File: config.mk
export PLATFORM = sky130hd
export DESIGN_NAME = ir_cmd_ctrl
export DESIGN_NICKNAME = d
export VERILOG_FILES = /design/src/rtl/snake_pkg.sv /design/src/rtl/dir_fifo.sv /design/src/rtl/ir_cmd_ctrl.sv
export SDC_FILE = /design/constraint.sdc
export NUM_CORES = 1
export LEC_CHECK = 0
export ABC_CLOCK_PERIOD_IN_PS = 3900
export BUFFER_PORTS_ARGS = -buffer_cell sky130_fd_sc_hd__buf_2
export CORE_MARGIN = 8
export CORE_UTILIZATION = 25
export DETAILED_ROUTE_END_ITERATION = 12
export PLACE_DENSITY = 0.44
export SLEW_MARGIN = 5
export SYNTH_ARGS = -nofsm -noshare
export SYNTH_HDL_FRONTEND = slang
export SYNTH_SLANG_ARGS = --single-unit
File: constraint.sdc
create_clock -name clk -period 3.9 [get_ports clk]
set_clock_uncertainty 0.2 [all_clocks]
set_input_delay 0.195 -clock clk [delete_from_list [all_inputs] [get_ports clk]]
set_output_delay 0.195 -clock clk [all_outputs]
set_load 0.01 [all_outputs]
File: src/rtl/snake_pkg.sv
// Shared types and constants for the IR command controller.
//   dir_t      : snake direction, encoded UP=0, RIGHT=1, DOWN=2, LEFT=3
//   KEY_*      : NEC command bytes of the remote keys in use
//   opposite() : direction pointing the other way
package snake_pkg;

    typedef enum logic [1:0] {
        UP    = 2'd0,
        RIGHT = 2'd1,
        DOWN  = 2'd2,
        LEFT  = 2'd3
    } dir_t;

    localparam logic [7:0] KEY_UP    = 8'h18;
    localparam logic [7:0] KEY_RIGHT = 8'h5A;
    localparam logic [7:0] KEY_DOWN  = 8'h52;
    localparam logic [7:0] KEY_LEFT  = 8'h08;
    localparam logic [7:0] KEY_PAUSE = 8'h1C;

    // Encoding puts opposite directions two apart, so flipping bit 1 reverses.
    function automatic dir_t opposite(input dir_t d);
        return dir_t'(d ^ 2'b10);
    endfunction

endpackage

File: src/rtl/dir_fifo.sv
// Small direction queue between the turn filter and the movement tick.
//   clk, reset_n : clock, async active-low reset (queue empties)
//   push, din    : enqueue din
//   pop          : dequeue head
//   flush        : empty the queue; wins over push and pop
//   full, empty  : occupancy flags
//   tail         : most recently pushed entry (valid when !empty)
//   head         : oldest entry (valid when !empty)
module dir_fifo
    import snake_pkg::*;
#(
    parameter int DEPTH = 2
) (
    input  logic clk,
    input  logic reset_n,
    input  logic push,
    input  logic pop,
    input  logic flush,
    input  dir_t din,
    output logic full,
    output logic empty,
    output dir_t tail,
    output dir_t head
);

    localparam int PW = (DEPTH > 1) ? $clog2(DEPTH) : 1;
    localparam int CW = $clog2(DEPTH + 1);
    localparam logic [PW-1:0] LAST = PW'(DEPTH - 1);

    dir_t          mem [DEPTH];
    logic [PW-1:0] wr_ptr, rd_ptr, tail_ptr;
    logic [CW-1:0] count;

    assign full     = (count == CW'(DEPTH));
    assign empty    = (count == '0);
    assign tail_ptr = (wr_ptr == '0) ? LAST : wr_ptr - 1'b1;
    assign tail     = mem[tail_ptr];
    assign head     = mem[rd_ptr];

    always_ff @(posedge clk or negedge reset_n) begin
        if (!reset_n) begin
            wr_ptr <= '0;
            rd_ptr <= '0;
            count  <= '0;
        end else if (flush) begin
            wr_ptr <= '0;
            rd_ptr <= '0;
            count  <= '0;
        end else begin
            if (push)
                wr_ptr <= (wr_ptr == LAST) ? '0 : wr_ptr + 1'b1;
            if (pop)
                rd_ptr <= (rd_ptr == LAST) ? '0 : rd_ptr + 1'b1;
            if (push && !pop)
                count <= count + 1'b1;
            else if (pop && !push)
                count <= count - 1'b1;
        end
    end

    // Storage needs no reset: entries are only read while counted as valid.
    always_ff @(posedge clk) begin
        if (push && !flush)
            mem[wr_ptr] <= din;
    end

endmodule

File: src/rtl/ir_cmd_ctrl.sv
// Validates NEC frames from the IR receiver and turns them into snake moves.
//   clk, reset_n : 50 MHz clock, async active-low reset
//   word         : NEC frame {addr, ~addr, cmd, ~cmd}
//   frame_valid  : one-cycle strobe qualifying word
//   tick         : game movement strobe; releases one queued turn
//   heading      : current direction (UP=0 RIGHT=1 DOWN=2 LEFT=3)
//   turn         : one-cycle pulse when heading changes
//   paused       : pause state, toggled by the PAUSE key
//   last_cmd     : cmd byte of the most recent valid frame
//   err_count    : saturating count of rejected frames
module ir_cmd_ctrl
    import snake_pkg::*;
#(
    parameter logic [7:0] ADDR  = 8'h00,
    parameter int         DEPTH = 2
) (
    input  logic        clk,
    input  logic        reset_n,
    input  logic [31:0] word,
    input  logic        frame_valid,
    input  logic        tick,
    output logic [1:0]  heading,
    output logic        turn,
    output logic        paused,
    output logic [7:0]  last_cmd,
    output logic [7:0]  err_count
);

    // Capture stage
    logic        cap_vld;
    logic [31:0] cap_word;

    always_ff @(posedge clk or negedge reset_n) begin
        if (!reset_n) begin
            cap_vld  <= 1'b0;
            cap_word <= '0;
        end else begin
            cap_vld <= frame_valid;
            if (frame_valid)
                cap_word <= word;
        end
    end

    // Evaluate stage
    logic [7:0] f_addr, f_addr_n, f_cmd, f_cmd_n;
    logic       frame_ok, frame_bad;

    assign {f_addr, f_addr_n, f_cmd, f_cmd_n} = cap_word;
    assign frame_ok  = cap_vld && (f_addr == ADDR) &&
                       ((f_addr ^ f_addr_n) == 8'hFF) &&
                       ((f_cmd ^ f_cmd_n) == 8'hFF);
    assign frame_bad = cap_vld && !frame_ok;

    logic is_dir;
    dir_t key_dir;

    always_comb begin
        is_dir  = 1'b1;
        key_dir = UP;
        case (f_cmd)
            KEY_UP:    key_dir = UP;
            KEY_RIGHT: key_dir = RIGHT;
            KEY_DOWN:  key_dir = DOWN;
            KEY_LEFT:  key_dir = LEFT;
            default:   is_dir  = 1'b0;
        endcase
    end

    dir_t heading_q;
    logic q_full, q_empty;
    dir_t q_tail, q_head;
    dir_t ref_dir;
    logic pause_key, pause_enter, push, pop;

    assign pause_key   = frame_ok && (f_cmd == KEY_PAUSE);
    assign pause_enter = pause_key && !paused;

    // Filter against the newest pending turn so a burst cannot chain into
    // a reversal; fullness and tail are pre-pop values.
    assign ref_dir = q_empty ? heading_q : q_tail;
    assign push    = frame_ok && is_dir && !paused && !q_full &&
                     (key_dir != ref_dir) && (key_dir != opposite(ref_dir));

    // A PAUSE entering this cycle suppresses the pop so heading holds.
    assign pop = tick && !paused && !q_empty && !pause_enter;

    dir_fifo #(.DEPTH(DEPTH)) u_fifo (
        .clk     (clk),
        .reset_n (reset_n),
        .push    (push),
        .pop     (pop),
        .flush   (pause_enter),
        .din     (key_dir),
        .full    (q_full),
        .empty   (q_empty),
        .tail    (q_tail),
        .head    (q_head)
    );

    always_ff @(posedge clk or negedge reset_n) begin
        if (!reset_n) begin
            heading_q <= RIGHT;
            turn      <= 1'b0;
            paused    <= 1'b0;
            last_cmd  <= 8'h00;
            err_count <= 8'h00;
        end else begin
            turn <= pop;
            if (pop)
                heading_q <= q_head;
            if (pause_key)
                paused <= !paused;
            if (frame_ok)
                last_cmd <= f_cmd;
            if (frame_bad && (err_count != 8'hFF))
                err_count <= err_count + 8'd1;
        end
    end

    assign heading = heading_q;

endmodule

# [Yosys cells after proc, flatten, opt, wreduce, memory -nomap -nowiden]
# Memories as Yosys holds them, arrays and structs flattened. A register that Yosys moved wholly into a read port is not among the register bits.
# Index checks and enable logic that the tools add are counted.
[op_classes] n_mux=15 eq_ne=11 bitwise_logic=3 n_reduce_logical=32 add_sub_neg=6
[ops] operator="$logic_and 1x1->1" n=18
[ops] operator="$eq 8x5->1 const B" n=2
[ops] operator="$eq 8x7->1 const B" n=2
[ops] operator="$eq 8x8->1 const B" n=2
[ops] operator="$xor 8x8->8" n=2
[ops] operator="$mux 1" n=10
[ops] operator="$add 8x1->8 const B" n=1
[ops] operator="$eq 8x4->1 const B" n=1
[ops] operator="$logic_not 1->1" n=8
[ops] operator="$logic_not 8->1" n=1
[ops] operator="$mux 2" n=4
[ops] operator="$ne 8x8->1 const B" n=1
[ops] operator="$pmux 2 s3" n=1
[ops] operator="$ne 2x2->1" n=2
[ops] operator="$reduce_bool 2->1" n=2
[ops] operator="$reduce_or 4->1" n=1
[ops] operator="$reduce_bool 3->1" n=1
[ops] operator="$add 1x1->1 const B" n=2
[ops] operator="$add 2x1->2 const B" n=1
[ops] operator="$eq 2x2->1 const B" n=1
[ops] operator="$logic_not 2->1" n=1
[ops] operator="$sub 2x1->2 const B" n=1
[ops] operator="$not 1->1" n=1
[ops] operator="$sub 1x1->1 const B" n=1
[totals] wordCells=77 output_inout_bits=20 mem_bits_rw=4 reg_bits=55 inputBits=36 n_memories=1
[memory_table] name="u_fifo.mem" depth=2 width=2 read_ports=2 rd_ports_with_merged_regs=1 write_ports=1 line_no="dir_fifo.sv:30" source="dir_t mem [DEPTH];"

# [Longest topological paths before layout]
[depth] ltp_word=14 depth_mapped=8 ltp_nobuf=7

# [Cells and area by module]
# Synthesis repeated with hierarchy kept, for this count alone.
[unflattened] cells_unflattened=228 area_unflattened_um2=2905.3
[by_module_without_submodules] mod="ir_cmd_ctrl" area_per_inst_um2=2519.9 seq_area_each_um2=1327.5 cells_per_inst=199 n_inst=1
[by_module_without_submodules] mod="dir_fifo" area_per_inst_um2=385.4 seq_area_each_um2=220.2 cells_per_inst=29 n_inst=1

# [Least setup slack after synthesis]
# No wires, ideal clock.
[synth_path] path_kind="flip-flop to flip-flop" startpoint="register cap_word[14]" endpoint="register u_fifo.count[1]" path_stages_with_launch=9 arrival_time_ns=2.448 path_slack_ns=1.121 required_time_ns=3.569 setup_ns=0.131 cell_sequence="dfrtp_1 buf_2 or3b_1 a2111oi_0 nor4_1 or4b_1 buf_2 a22o_1 or3_1"
[synth_between] elab_chain_cells=11 elab_cells_between_ends=29
[synth_lines] element="start: declaration" line_no="ir_cmd_ctrl.sv:31" source="logic [31:0] cap_word;"
[synth_lines] element="start signal: assignment" line_no="ir_cmd_ctrl.sv:40" source="cap_word <= word;"
[synth_lines] element="$eq 8x4->1, or another cell as far along" line_no="ir_cmd_ctrl.sv:60" source="case (f_cmd)"
[synth_lines] element="$reduce_or 4->1 (no line) or $eq 8x8->1 (tied branches)"
[synth_lines] element="$mux 1 or $logic_and 1x1->1 (tied branches)" line_no="ir_cmd_ctrl.sv:60, ir_cmd_ctrl.sv:50"
[synth_lines] element="$logic_and 1x1->1 (on tied branches)" line_no="ir_cmd_ctrl.sv:81, ir_cmd_ctrl.sv:75"
[synth_lines] element="$logic_and 1x1->1 (on tied branches)" line_no="ir_cmd_ctrl.sv:81, ir_cmd_ctrl.sv:76"
[synth_lines] element="$logic_and 1x1->1 or $logic_not 1->1 (tied branches)" line_no="ir_cmd_ctrl.sv:81, ir_cmd_ctrl.sv:85"
[synth_lines] element="$logic_and 1x1->1 (on tied branches)" line_no="ir_cmd_ctrl.sv:81, ir_cmd_ctrl.sv:85"
[synth_lines] element="$logic_and 1x1->1 or $logic_not 1->1 (tied branches)" line_no="ir_cmd_ctrl.sv:82, dir_fifo.sv:54"
[synth_lines] element="$logic_and 1x1->1 or $logic_not 1->1 (tied branches)" line_no="dir_fifo.sv:54, dir_fifo.sv:56"
[synth_lines] element="$mux 2 or $logic_and 1x1->1 (tied branches)" line_no="dir_fifo.sv:54, dir_fifo.sv:56"
[synth_lines] element="$mux 2 or $reduce_bool 3->1 (tied branches)"
[synth_lines] element="end signal: assignment" line_no="dir_fifo.sv:55" source="count <= count + 1'b1;"
[synth_lines] element="end signal: assignment" line_no="dir_fifo.sv:57" source="count <= count - 1'b1;"
[synth_lines] element="end: declaration" line_no="dir_fifo.sv:32" source="logic [CW-1:0] count;"
# Parallel ways exist; a longest one is shown, timed or not.
# A chain may end at the register's enable or synchronous reset.

# [Worst setup path in the final report]
# Same ends and word-level chain as after synthesis.

==> flow_metrics.py <==
metrics = {
    "worst_setup_path": {
        "arrival_ps": 2940,
        "critPathCaptureType": "flip-flop",
        "critPathMaxFanout": 9,
        "reg2reg_from": "cap_word[14]",
        "rr_worst_depth": 6,
        "required_ps": 3910,
        "cp-startpoint": "cap_word[14]",
        "critPathLaunchType": "flip-flop",
        "rrSetupSlack_ps": 970,
        "critPathKind": "flip-flop to flip-flop",
    },
    "die": {
        "die_w_um": 121,
        "core_sq_um": 10800,
        "rows": 38,
        "ios": 56,
        "die_y_um": 121,
        "die-area_sq_um": 14700,
        "start_util_pct": 25.6,
    },
    "logic_synthesis": {
        "yosysTopAreaCellShare_pct": 50.5,
        "synth_cell_types": 44,
        "yosysMostFrequentCell": "dfrtp_1",
        "netlist_area_sq_um": 2780,
        "seq_area_frac_synth_pct": 55.7,
        "ys_seq_elements": 61,
        "synth.area.top_cells": "dfrtp_1 50%, mux2_2 16%, edfxtp_1 4.3%",
        "syn_area_per_cell_sq_um": 12.5,
        "yosysTopAreaCell": "dfrtp_1",
        "synth_common_cells": "56 x dfrtp_1, 40 x mux2_2, 16 x nand2_1",
        "ys.flop_type": "dfrtp_1",
        "async_flop_share_pct": 93.4,
        "synth.net_count": 259,
        "syn_inst": 222,
        "yosysWarnings": 0,
        "synth_edf_count": 4,
    },
    "power_and_ir_drop": {
        "power_density_nw_per_um2": 464,
        "p_leak_nw": 1.67,
        "irDropWorstVdd_mv": 0.165,
    },
    "sta": {
        "rsz0062_at_grt": "no",
        "fin_ws_ps": 971,
        "min_period_ps": 2930,
        "timing.fmax_ghz": 0.341,
        "maxSlewViolCount": 0,
        "hold_viol_final": 0,
        "worst_pin_slew_ps": 798,
        "tns_ps": 0,
        "setup_viol": 0,
        "fin_crit_sh_pct": 75.1,
        "fin_hold_ws_ps": 186,
        "slew_headroom_pct": 46.8,
    },
    "grt": {
        "grt_pass1_wl_um": 11100,
        "antenna_found_initial": 0,
        "grt_usage_pct": 9.73,
        "grt_max_degree": 36,
        "grt-ovfl-total": 0,
        "grt_pass1_vias": 2175,
    },
    "placement": {
        "port_buffers": 55,
        "pre_cts_slack_ps": 971,
        "post-dp-hpwl_um": 4770,
        "placed_cell_area_sq_um": 3200,
        "gp_congestion": 0.692,
    },
    "routing": {
        "firstDrtPassIters": 4,
        "num_vias": 1986,
        "drc": 0,
        "viasPerCell": 4.34,
        "wl_um": 6640,
        "final_antenna_net_count": 0,
        "wl_per_cell_um": 14.5,
        "drt-initial-drc-count": 73,
    },
    "finish": {
        "multi_input_area_sq_um": 1170,
        "nets": 350,
        "regArea_sq_um": 1550,
        "fillers": 1118,
        "antenna_cells": 0,
        "drive_above_1_share_pct": 36.8,
        "areaGrowthSynthToFinish_pct": 34.7,
        "stdcell_area_sq_um": 3740,
        "final_core_util_pct": 34.5,
    },
    "run_status": {
        "status": "finished clean",
    },
    "clock_tree": {
        "cts.repair.resized": 0,
        "cts_made_buffers": 9,
        "clk_pin_slew_ps": 70,
        "cts_htree_levels": 3,
        "cts_root_buf": "clkbuf_8",
        "insertion_delay_ps": 340,
        "clockBufferDepth": 2,
        "cts_sinks": 61,
        "cts_tree": "yes",
    },
    "min_path": {
        "hold_class": "input port to asynchronous set/reset pin",
    },
    "job": {
        "maxCapViolations": 0,
    },
}
-- sequential cells by signal, summed over array words and instances, names as in the netlist, 2 cells and up --
name,count
cap_word,32
last_cmd,8
err_count,8
heading,2
u_fifo.mem,4
u_fifo.count,2
-- layer usage --
metal	vias up	global-route usage (%)	wire (um)
li1	989	-	-
met1	949	11.5	3080
met5	-	0	0
met3	6	3.68	312
met4	0	4.16	87
met2	42	15.5	3160
-- layout make-up --
cell class | instances | share of cell area, %
inverters | 4 | 0.401
well taps | 140 | 4.68
multi-input cells | 147 | 31.3
clock buffers | 13 | 4.52
clock inverters | 3 | 1.10
flip-flops and latches | 61 | 41.4
repair buffers | 90 | 16.6
-- kinds of logic (layout without fill, tap and decap cells) --
logic type	count (synthesis)	after routing	synth area share, %
buffers and inverters	14	110	2.07
DFF	61	61	55.7
adders and majority gates	1	1	0.450
muxes	43	43	17.3
and+or+nand+nor	65	65	14.0
xor gates and xnor gates	19	19	5.99
AOI/OAI and AO/OA	19	19	4.51
-- worst paths after layout --
check / end
min in group clk: cap_vld
max: u_fifo.count[1]
min: cap_word[7]
min reg2reg: heading[1]
max reg2reg: u_fifo.count[1]
max in group asynchronous: heading[0]
-- per-stage QoR --
stage / instances / power (mW)
after floorplan: 222 / 1.02
after global routing: 458 / 1.85
after global placement: 409 / 1.14
after CTS: 458 / 1.77
after detailed placement: 409 / 1.14
final: 458 / 1.74
-- placed cells by master (no fill, tap or decap), types with 2 or more instances in the layout --
cell,synthesis,routed
a211oi_1,4,4
a21oi_1,2,2
buf_2,4,55
buf_4,0,2
clkbuf_8,0,12
dfrtp_1,56,56
dlygate4sd3_1,0,33
edfxtp_1,4,4
inv_1,4,4
mux2_2,40,40
mux2i_1,3,3
nand2_1,16,16
nand3_1,8,8
nand4_1,4,4
nor2_1,4,4
nor2b_1,2,2
nor3_1,5,5
nor4_1,5,5
nor4b_1,2,2
o21ai_0,6,6
or2_2,2,2
or3_1,4,4
or4b_1,2,2
xnor2_1,7,7
xor2_1,12,12
-- worst max-delay path: stages, from the launching register on --
cell	delay (ps)
dfrtp_1	470
or3b_1	450
a2111oi_0	380
nor4_1	120
or4b_1	660
a22o_1	250
or3_1	300
-- what timing repair did --
action,4_1_cts,5_1_grt
hold endpoints to repair,56,0
buffers inserted,0,0
hold buffers,33,0
-- report_power, final --
part / total [mW] / internal, mW / switching (mW)
Clock: 0.591 / 0.347 / 0.243
Sequential: 0.822 / 0.727 / 0.0950
Combinational: 0.322 / 0.174 / 0.148
No activity file was read; power rests on OpenSTA's default activity.
